==> config.mk <==
export PLATFORM = sky130hd
export DESIGN_NAME = ddr_fifo_pattern_gen_flat
export DESIGN_NICKNAME = d
export VERILOG_FILES = /design/src/rtl/ddr_fifo_test_pkg.sv /design/src/rtl/ddr_fifo_pattern_gen_if.sv /design/src/rtl/pattern_word_fmt.sv /design/src/rtl/ddr_fifo_pattern_gen.sv /design/src/flat_wrapper.sv
export SDC_FILE = /design/constraint.sdc
export NUM_CORES = 1
export LEC_CHECK = 0
export BUFFER_PORTS_ARGS = -buffer_cell sky130_fd_sc_hd__clkbuf_2
export CORE_MARGIN = 2
export CORE_UTILIZATION = 40
export DETAILED_ROUTE_END_ITERATION = 6
export GPL_TIMING_DRIVEN = 1
export SETUP_SLACK_MARGIN = 0.02
export SLEW_MARGIN = 20
export SYNTH_ARGS = -nofsm -noshare
export SYNTH_HDL_FRONTEND = slang
export SYNTH_SLANG_ARGS = --single-unit
==> constraint.sdc <==
create_clock -name clk -period 3.7 [get_ports clk]
set_clock_uncertainty 0.2 [all_clocks]
set_input_delay 0.185 -clock clk [delete_from_list [all_inputs] [get_ports clk]]
set_output_delay 0.185 -clock clk [all_outputs]
set_load 0.005 [all_outputs]
==> src/rtl/ddr_fifo_test_pkg.sv <==
// Shared constants and FSM state type for the DDR FIFO pattern generator
// and the downstream correctness checker.
package ddr_fifo_test_pkg;

    localparam int PATTERN_W = 48;
    localparam int CNT_LSB_W = 32;
    localparam int MIRROR_W  = 16;

    localparam logic [CNT_LSB_W-1:0] WRAP_VALUE = 32'hFFFF_FFFF;

    typedef enum logic [1:0] {
        IDLE     = 2'd0,
        RUN      = 2'd1,
        STOPPING = 2'd2,
        DONE     = 2'd3
    } state_t;

    // Reference pattern: counter in the low bits, its low half mirrored on top.
    function automatic logic [PATTERN_W-1:0] pattern_of(input logic [CNT_LSB_W-1:0] cnt);
        return {cnt[MIRROR_W-1:0], cnt};
    endfunction

endpackage

==> src/rtl/ddr_fifo_pattern_gen_if.sv <==
// Word stream from the pattern generator to the DDR FIFO write side.
interface ddr_fifo_pattern_gen_if;
    import ddr_fifo_test_pkg::*;

    // A word moves on a clock edge where data_valid && data_ready. Once
    // data_valid is high, data and data_valid hold until that edge; only
    // reset may drop data_valid without a transfer.
    logic [PATTERN_W-1:0] data;
    logic                 data_valid;
    logic                 data_ready;

    modport master (output data, output data_valid, input data_ready);
    modport slave  (input data, input data_valid, output data_ready);

endinterface

==> src/rtl/pattern_word_fmt.sv <==
// Builds one 48-bit pattern word from the counter, optionally corrupting
// bit 0 so both the continuity and mirror checks downstream trip.
module pattern_word_fmt
    import ddr_fifo_test_pkg::*;
(
    input  logic [CNT_LSB_W-1:0] cnt,
    input  logic                 inject,
    output logic [PATTERN_W-1:0] word
);

    always_comb begin
        word    = pattern_of(cnt);
        word[0] = cnt[0] ^ inject;
    end

endmodule

==> src/rtl/ddr_fifo_pattern_gen.sv <==
// Pattern generator top: run control FSM, counters, error injection and the
// valid/ready source towards the DDR FIFO.
module ddr_fifo_pattern_gen
    import ddr_fifo_test_pkg::*;
#(
    parameter int                   CNT_W      = 32,
    parameter logic [CNT_LSB_W-1:0] SEED       = 32'h0000_0000,
    parameter int unsigned          NUM_CYCLES = 0
) (
    input  logic                  clk,
    input  logic                  rst_n,
    input  logic                  start,
    input  logic                  stop,
    input  logic                  hold,
    input  logic                  inject_err,
    ddr_fifo_pattern_gen_if.master bus,
    output logic                  busy,
    output logic                  done,
    output logic [CNT_W-1:0]      word_cnt,
    output logic [CNT_W-1:0]      cycle_num,
    output state_t                fsm_state
);

    localparam logic [CNT_W-1:0] NUM_CYCLES_C = CNT_W'(NUM_CYCLES);
    localparam logic [CNT_W-1:0] CNT_ONE      = CNT_W'(1);

    state_t               state;
    logic [CNT_LSB_W-1:0] cnt;
    logic                 err_pend;

    logic                 transfer;
    logic                 wrap_hit;
    logic                 auto_done;
    logic                 load;
    logic [CNT_LSB_W-1:0] next_cnt;
    logic [CNT_W-1:0]     word_cnt_inc;
    logic [CNT_W-1:0]     cycle_num_inc;
    logic [CNT_W-1:0]     cycle_num_nxt;
    logic [PATTERN_W-1:0] next_word;

    assign transfer = bus.data_valid && bus.data_ready;

    // Wraps are counted on the counter, so an injected bit flip never
    // creates or hides a wrap.
    assign wrap_hit      = (cnt == WRAP_VALUE);
    assign word_cnt_inc  = (word_cnt == '1) ? word_cnt : word_cnt + CNT_ONE;
    assign cycle_num_inc = (cycle_num == '1) ? cycle_num : cycle_num + CNT_ONE;
    assign cycle_num_nxt = wrap_hit ? cycle_num_inc : cycle_num;

    assign auto_done = (state == RUN) && transfer && wrap_hit &&
                       (NUM_CYCLES_C != '0) && (cycle_num != '1) &&
                       (cycle_num_inc == NUM_CYCLES_C);

    // Stop and auto-stop both take priority over presenting a new word.
    assign load = (state == RUN) && !stop && !auto_done && !hold &&
                  (!bus.data_valid || transfer);

    assign next_cnt = transfer ? cnt + 32'd1 : cnt;

    pattern_word_fmt u_fmt (
        .cnt    (next_cnt),
        .inject (err_pend),
        .word   (next_word)
    );

    assign fsm_state = state;

    always_ff @(posedge clk or negedge rst_n) begin
        if (!rst_n) begin
            state          <= IDLE;
            cnt            <= SEED;
            bus.data       <= '0;
            bus.data_valid <= 1'b0;
            busy           <= 1'b0;
            done           <= 1'b0;
            word_cnt       <= '0;
            cycle_num      <= '0;
            err_pend       <= 1'b0;
        end else begin
            // A pulse landing on a load edge arms the word after this one.
            err_pend <= load ? inject_err : (err_pend | inject_err);

            if (load) begin
                bus.data       <= next_word;
                bus.data_valid <= 1'b1;
            end

            case (state)
                IDLE, DONE: begin
                    if (start) begin
                        state     <= RUN;
                        busy      <= 1'b1;
                        done      <= 1'b0;
                        cnt       <= SEED;
                        word_cnt  <= '0;
                        cycle_num <= '0;
                    end
                end

                RUN: begin
                    if (transfer) begin
                        cnt       <= next_cnt;
                        word_cnt  <= word_cnt_inc;
                        cycle_num <= cycle_num_nxt;
                    end
                    if (stop) begin
                        if (bus.data_valid && !bus.data_ready) begin
                            state <= STOPPING;
                        end else begin
                            state          <= IDLE;
                            busy           <= 1'b0;
                            bus.data_valid <= 1'b0;
                        end
                    end else if (auto_done) begin
                        state          <= DONE;
                        busy           <= 1'b0;
                        done           <= 1'b1;
                        bus.data_valid <= 1'b0;
                    end else if (!load && transfer) begin
                        bus.data_valid <= 1'b0;
                    end
                end

                STOPPING: begin
                    if (transfer) begin
                        cnt            <= next_cnt;
                        word_cnt       <= word_cnt_inc;
                        cycle_num      <= cycle_num_nxt;
                        state          <= IDLE;
                        busy           <= 1'b0;
                        bus.data_valid <= 1'b0;
                    end
                end

                default: state <= IDLE;
            endcase
        end
    end

    a_stall_stable: assert property (
        @(posedge clk) disable iff (!rst_n)
        (bus.data_valid && !bus.data_ready) |=> (bus.data_valid && $stable(bus.data))
    );

endmodule

==> src/flat_wrapper.sv <==
// flat-port wrapper written by rule: the top's interface ports become plain ports
module ddr_fifo_pattern_gen_flat import ddr_fifo_test_pkg::*;
#(
    parameter int                   CNT_W      = 32,
    parameter logic [CNT_LSB_W-1:0] SEED       = 32'h0000_0000,
    parameter int unsigned          NUM_CYCLES = 0
)
  (clk, rst_n, start, stop, hold, inject_err, busy, done, word_cnt, cycle_num, fsm_state, bus_data, bus_data_valid, bus_data_ready);
  ddr_fifo_pattern_gen_if bus_i ();
  input  logic clk;
  input  logic rst_n;
  input  logic start;
  input  logic stop;
  input  logic hold;
  input  logic inject_err;
  output logic busy;
  output logic done;
  output logic [CNT_W-1:0] word_cnt;
  output logic [CNT_W-1:0] cycle_num;
  output state_t fsm_state;
  output wire logic [$bits(bus_i.data)-1:0] bus_data;
  output wire logic [$bits(bus_i.data_valid)-1:0] bus_data_valid;
  input wire logic [$bits(bus_i.data_ready)-1:0] bus_data_ready;
  assign bus_data = bus_i.data;
  assign bus_data_valid = bus_i.data_valid;
  assign bus_i.data_ready = bus_data_ready;
  ddr_fifo_pattern_gen #(.CNT_W(CNT_W), .SEED(SEED), .NUM_CYCLES(NUM_CYCLES)) u_core (.clk(clk), .rst_n(rst_n), .start(start), .stop(stop), .hold(hold), .inject_err(inject_err), .bus(bus_i), .busy(busy), .done(done), .word_cnt(word_cnt), .cycle_num(cycle_num), .fsm_state(fsm_state));
endmodule
Word level (Yosys, flattened, before mapping)
Cells that the tools add are included.
{"block": "word_totals", "output_inout_bits": 117, "wordCells": 75, "reg_bits": 149, "input_bits": 7}
{"block": "classes", "n_eq_ne": 14, "n_reduce_logical": 20, "n_bitwise": 2, "mux": 28, "add_sub_neg": 3}
{"operator": "32-bit 2-to-1 mux", "count": 8}
{"operator": "32-bit case mux with 2 select lines", "count": 3}
{"operator": "32-bit by 1-bit adder with 32-bit output (second input constant)", "count": 3}
{"operator": "32-bit == test (second input constant)", "count": 3}
{"operator": "1-bit 2-to-1 mux", "count": 10}
{"operator": "2-bit != test (second input constant)", "count": 5}
{"operator": "2-bit 2-to-1 mux", "count": 4}
{"operator": "4-bit AND reduction", "count": 2}
{"operator": "1-bit logical AND", "count": 6}
{"operator": "2-bit by 1-bit != test with 1-bit output (second input constant)", "count": 3}
{"operator": "2-bit case mux with 3 select lines", "count": 1}
{"operator": "3-bit AND reduction", "count": 2}
{"operator": "1-bit logical NOT", "count": 5}
{"operator": "2-bit == test (second input constant)", "count": 2}
{"operator": "2-bit OR reduction", "count": 2}
{"operator": "1-bit case mux with 3 select lines", "count": 1}
{"operator": "2-bit by 1-bit == test with 1-bit output (second input constant)", "count": 1}
{"operator": "2-bit logical NOT", "count": 1}
{"operator": "1-bit case mux with 2 select lines", "count": 1}
{"operator": "2-bit AND reduction", "count": 1}
{"operator": "1-bit logical OR", "count": 1}
{"operator": "1-bit bitwise OR", "count": 1}
{"operator": "1-bit XOR", "count": 1}

Depth between registers and ports, before layout
{"block": "logic_depth", "depth_word": 9, "mapped_depth": 10, "depth_no_buf": 8}

By module
From an unflattened synthesis, not the netlist that was laid out.
{"block": "unflattened", "hier_cells": 905, "area_unflattened_um2": 8536.9}
{"mod": "ddr_fifo_pattern_gen", "instances": 1, "cells_each": 857, "area_per_inst_um2": 8175.3, "seq_area_each_um2": 3728.6}
{"mod": "pattern_word_fmt", "instances": 1, "cells_each": 48, "area_per_inst_um2": 361.6, "seq_area_each_um2": 0.0}

Worst setup path after synthesis
Ideal clock, no wire load.
{"block": "synth_timing", "kind": "register to register", "startpoint": "reg u_core.cycle_num[0]", "endpoint": "reg u_core.cycle_num[25]", "setup_time_ps": 124, "setup_slack_ps": 1104, "stages_incl_launch_ff": 10, "n_path_buf": 2, "t_required_ps": 3376, "t_arrival_ps": 2272, "period_less_slack_ps": 2596, "path_cell_list": "dfrtp_1 ha_1 nand3_1 nor4_1 and4b_1 clkbuf_8 or3_1 buf_6 o311a_1 a211o_1"}
{"block": "synth_via", "elab_chain_len": 5, "elab_cells_between_ends": 8, "classes_between": "add/sub (1); eq/ne (2); mux (4); reduce/logical (1)"}
{"item": "start: declaration", "line": "ddr_fifo_pattern_gen.sv:20", "source": "output logic [CNT_W-1:0] cycle_num,"}
{"item": "start signal: assignment", "line": "ddr_fifo_pattern_gen.sv:104", "source": "cycle_num <= cycle_num_nxt;"}
{"item": "start signal: assignment", "line": "ddr_fifo_pattern_gen.sv:128", "source": "cycle_num <= cycle_num_nxt;"}
{"item": "32-bit by 1-bit adder with 32-bit output", "line": "ddr_fifo_pattern_gen.sv:47", "source": "assign cycle_num_inc = (cycle_num == '1) ? cycle_num : cycle_num + CNT_ONE;"}
{"item": "32-bit 2-to-1 mux", "line": "ddr_fifo_pattern_gen.sv:47"}
{"item": "32-bit 2-to-1 mux", "line": "ddr_fifo_pattern_gen.sv:48", "source": "assign cycle_num_nxt = wrap_hit ? cycle_num_inc : cycle_num;"}
{"item": "32-bit 2-to-1 mux", "line": "ddr_fifo_pattern_gen.sv:101, ddr_fifo_pattern_gen.sv:125"}
{"item": "32-bit case mux with 2 select lines", "line": "ddr_fifo_pattern_gen.sv:88", "source": "case (state)"}
Several ways; a longest one is shown, not always the timed one. The select of a mux whose other input is x is not followed.
A chain may end at the register's enable or synchronous reset.

Worst setup path after layout
{"block": "layout_timing", "startpoint": "reg u_core.state[0] (netlist: u_core.fsm_state[0])", "endpoint": "reg u_core.cycle_num[0]"}
{"block": "layout_via", "elab_chain_len": 4, "elab_cells_between_ends": 12, "classes_between": "eq/ne (7); mux (1); reduce/logical (4)"}
{"item": "start: declaration", "line": "ddr_fifo_pattern_gen.sv:27", "source": "state_t state;"}
{"item": "start signal: assignment", "line": "ddr_fifo_pattern_gen.sv:70", "source": "state <= IDLE;"}
{"item": "start signal: assignment", "line": "ddr_fifo_pattern_gen.sv:91", "source": "state <= RUN;"}
{"item": "start signal: assignment", "line": "ddr_fifo_pattern_gen.sv:108", "source": "state <= STOPPING;"}
{"item": "2-bit == test, or another cell as far along", "line": "ddr_fifo_pattern_gen.sv:88"}
{"item": "2-bit OR reduction, on equally long branches"}
{"item": "2-bit by 1-bit != test with 1-bit output (no source line) or 2-bit != test (tied branches)"}
{"item": "4-bit AND reduction (no source line)"}
Several ways; a longest one is shown, not always the timed one.

==> results_dict.tcl <==
set metrics [dict create \
    outcome "finished, final reports clean" \
    finalPower_mw 4.60 \
    fin_nets 970 \
    fin_cells 1205 \
    use_met2_pct 32.3 \
    dpl.cell_count 1167 \
    critPathKind "reg -> reg" \
    drc 0 \
    clock_sink_count 134 \
    placedInstanceArea_um2 8240 \
    syn-cell-area_um2 7530 \
    tns_ns 0 \
    die_y_um 141 \
    yosys.area.top_type_share_pct 44.5 \
    dr.pass1.iters 5 \
    wl_mm 20.3 \
    via_count 6750 \
    place.gp.congestion 0.831 \
    clk_latency_ns 0.43 \
    core_area_um2 18600 \
    syn2layout_area_growth_pct 17.8 \
    maxCapViolCount 0 \
    slew-limit-headroom_pct 41.6 \
    synthFlopType "dfrtp_1" \
    ys_warn_count 0 \
    mostFrequentLayoutCells "dfrtp_1, clkbuf_2, nand2_1" \
    grt_pass1_wl_mm 32.8 \
    cts.htree.levels 4 \
    drive_gt1_share_pct 19.6 \
    synth_cells 857 \
    tightest_slew_ns 0.876 \
    ys_types 67 \
    p_leak_nw 3.90 \
    yosysSeqAreaShare_pct 44.5 \
    rr_worst_depth 6 \
    seq_area_um2 3350 \
    synth.area.top_cells "dfrtp_1, nand2_1, o21ai_0, nor2_1, xnor2_1" \
    endpoint_kind "register" \
    final_area_um2 8870 \
    grtUsageMet3_pct 4.62 \
    yosysTopAreaCell "dfrtp_1" \
    cts.clk_slew.worst_paths_ns 0.06 \
    grt_max_degree 93 \
    detail-route-antenna-nets 0 \
    r2r_slack_ns 0.72 \
    crit_fanout 12 \
    wl_per_cell_um 16.8 \
    first_iter_violations 423 \
    final_max_slew_viol_count 0 \
    rows 50 \
    cts_root_buffer "clkbuf_16" \
    setup_viol 0 \
    syn-num-nets 869 \
    final_common_cell "dfrtp_1" \
    grt_antenna_before_repair 0 \
    layout_setup_ws_ns 0.722 \
    synth_seq_cells 134 \
    ios 124 \
    start_util_pct 40.5 \
    synthArstFlopShare_pct 100 \
    avgSynthCellArea_um2 8.78 \
    crit_arrival_ns 3.09 \
    fill_cells 1835 \
    multi_input_area_um2 3740 \
    period_needed_ns 2.98 \
    final_util_pct 47.7 \
    dp_hpwl_mm 14.0 \
    p_per_area_nw_per_um2 519 \
    min_period_over_period_pct 80.5 \
    die-area_um2 19900 \
    required_ns 3.81 \
    grt_usage_pct 20.5 \
    die_w_um 141 \
    holdPathStages 4 \
    grt-busiest-layer "met2" \
    detail_route.vias_per_cell 5.60 \
    io_buffer_count 122 \
    hold_violations 0 \
    hold_class "in -> reg" \
    cp-start-kind "register" \
    cts_tree "done" \
    cts_max_path_buffers 2 \
    cts_made_buffers 17 \
    grt_pass1_vias 6129 \
    rsz0062_at_grt "false" \
    hold_slack_ns 0.0627 \
    grt.overflow.total 0 \
    vdd_ir_drop_max_mv 0.338 \
    met1_usage_pct 28.9 \
    synth-edff-count 0 \
    max_freq_mhz 336 \
    post-place-ws_ns 0.795 \
    antenna_cells 0 \
]
==> flip-flops by register name, summed over array words and instances (netlist names) <==
| name | count |
|---|---|
| u_core.bus.data | 33 |
| u_core.bus.data_valid | 1 |
| u_core.busy | 1 |
| u_core.cnt | 32 |
| u_core.cycle_num | 32 |
| u_core.err_pend | 1 |
| u_core.fsm_state | 2 |
| u_core.word_cnt | 32 |
==> final timing paths <==
check                                    start                    end
setup / recovery           u_core.fsm_state[0]    u_core.cycle_num[0]
hold / removal                  bus_data_ready  u_core.bus.data_valid
setup reg to reg           u_core.fsm_state[0]    u_core.cycle_num[0]
hold reg to reg            u_core.bus.data[28]    u_core.bus.data[28]
max in group asynchronous                rst_n    u_core.cycle_num[0]
min in group asynchronous                rst_n          u_core.cnt[5]
==> layer usage <==
layer / part of all wire (%) / wire length (µm)
met1: 48 / 9680
met2: 47 / 9470
met3: 4.8 / 979
met4: 0.85 / 172
met5: 0 / 0
==> report_power, final <==
group          internal, mW  switching, mW  leakage, nW
logic                 0.410          0.776         1.80
clock network         0.991          0.661        0.274
registers              1.59          0.172         1.83
total                  2.99           1.61         3.90
==> layout make-up <==
class / instances / share of cell area [%]
clock buffers: 20 / 4.93
clock inverters: 12 / 1.47
inverters: 26 / 1.10
multi-input cells: 633 / 42.2
flip-flops and latches: 134 / 37.8
well taps: 234 / 3.30
repair buffers: 146 / 9.16
==> cell usage after synthesis, drive strengths merged, types with 5 or more instances <==
library cell	number
buf	28
inv	26
o211ai	9
nand4	35
a221o	5
nand3	43
dfrtp	134
xor2	25
and3	22
nor3	35
o31ai	8
a31oi	13
and2	11
nor2	76
ha	5
or3	10
clkbuf	36
nor4	21
a22o	13
o21ai	71
o22ai	10
nand2	102
and4	8
xnor2	31
a21oi	24
==> logic make-up (layout without fill, tap and decap cells) <==
family | count (synthesis) | count (layout) | share of synthesized area, %
flops | 134 | 134 | 44.5
xor+xnor | 56 | 56 | 6.52
simple gates | 380 | 380 | 25.5
buf+inv | 90 | 204 | 6.00
mux | 4 | 4 | 0.532
other cells | 1 | 1 | 0.0498
compound gates | 187 | 187 | 16.0
fa+ha+maj | 5 | 5 | 0.831
==> critical path: stages, from the launching register on <==
cell and delay, ns:
dfrtp_1 0.38, inv_1 0.06, ha_1 0.46, nand3b_1 0.49, nor4_1 0.72, o22ai_1 0.27
a22o_1 0.29
==> timing repair <==
action | CTS | global route
buffers inserted | 0 | 0
hold buffers | 6 | 0
hold endpoints to repair | 96 | 0
gates resized for setup | 0 | 0
Note: power is estimated with default switching activity, not from simulation.
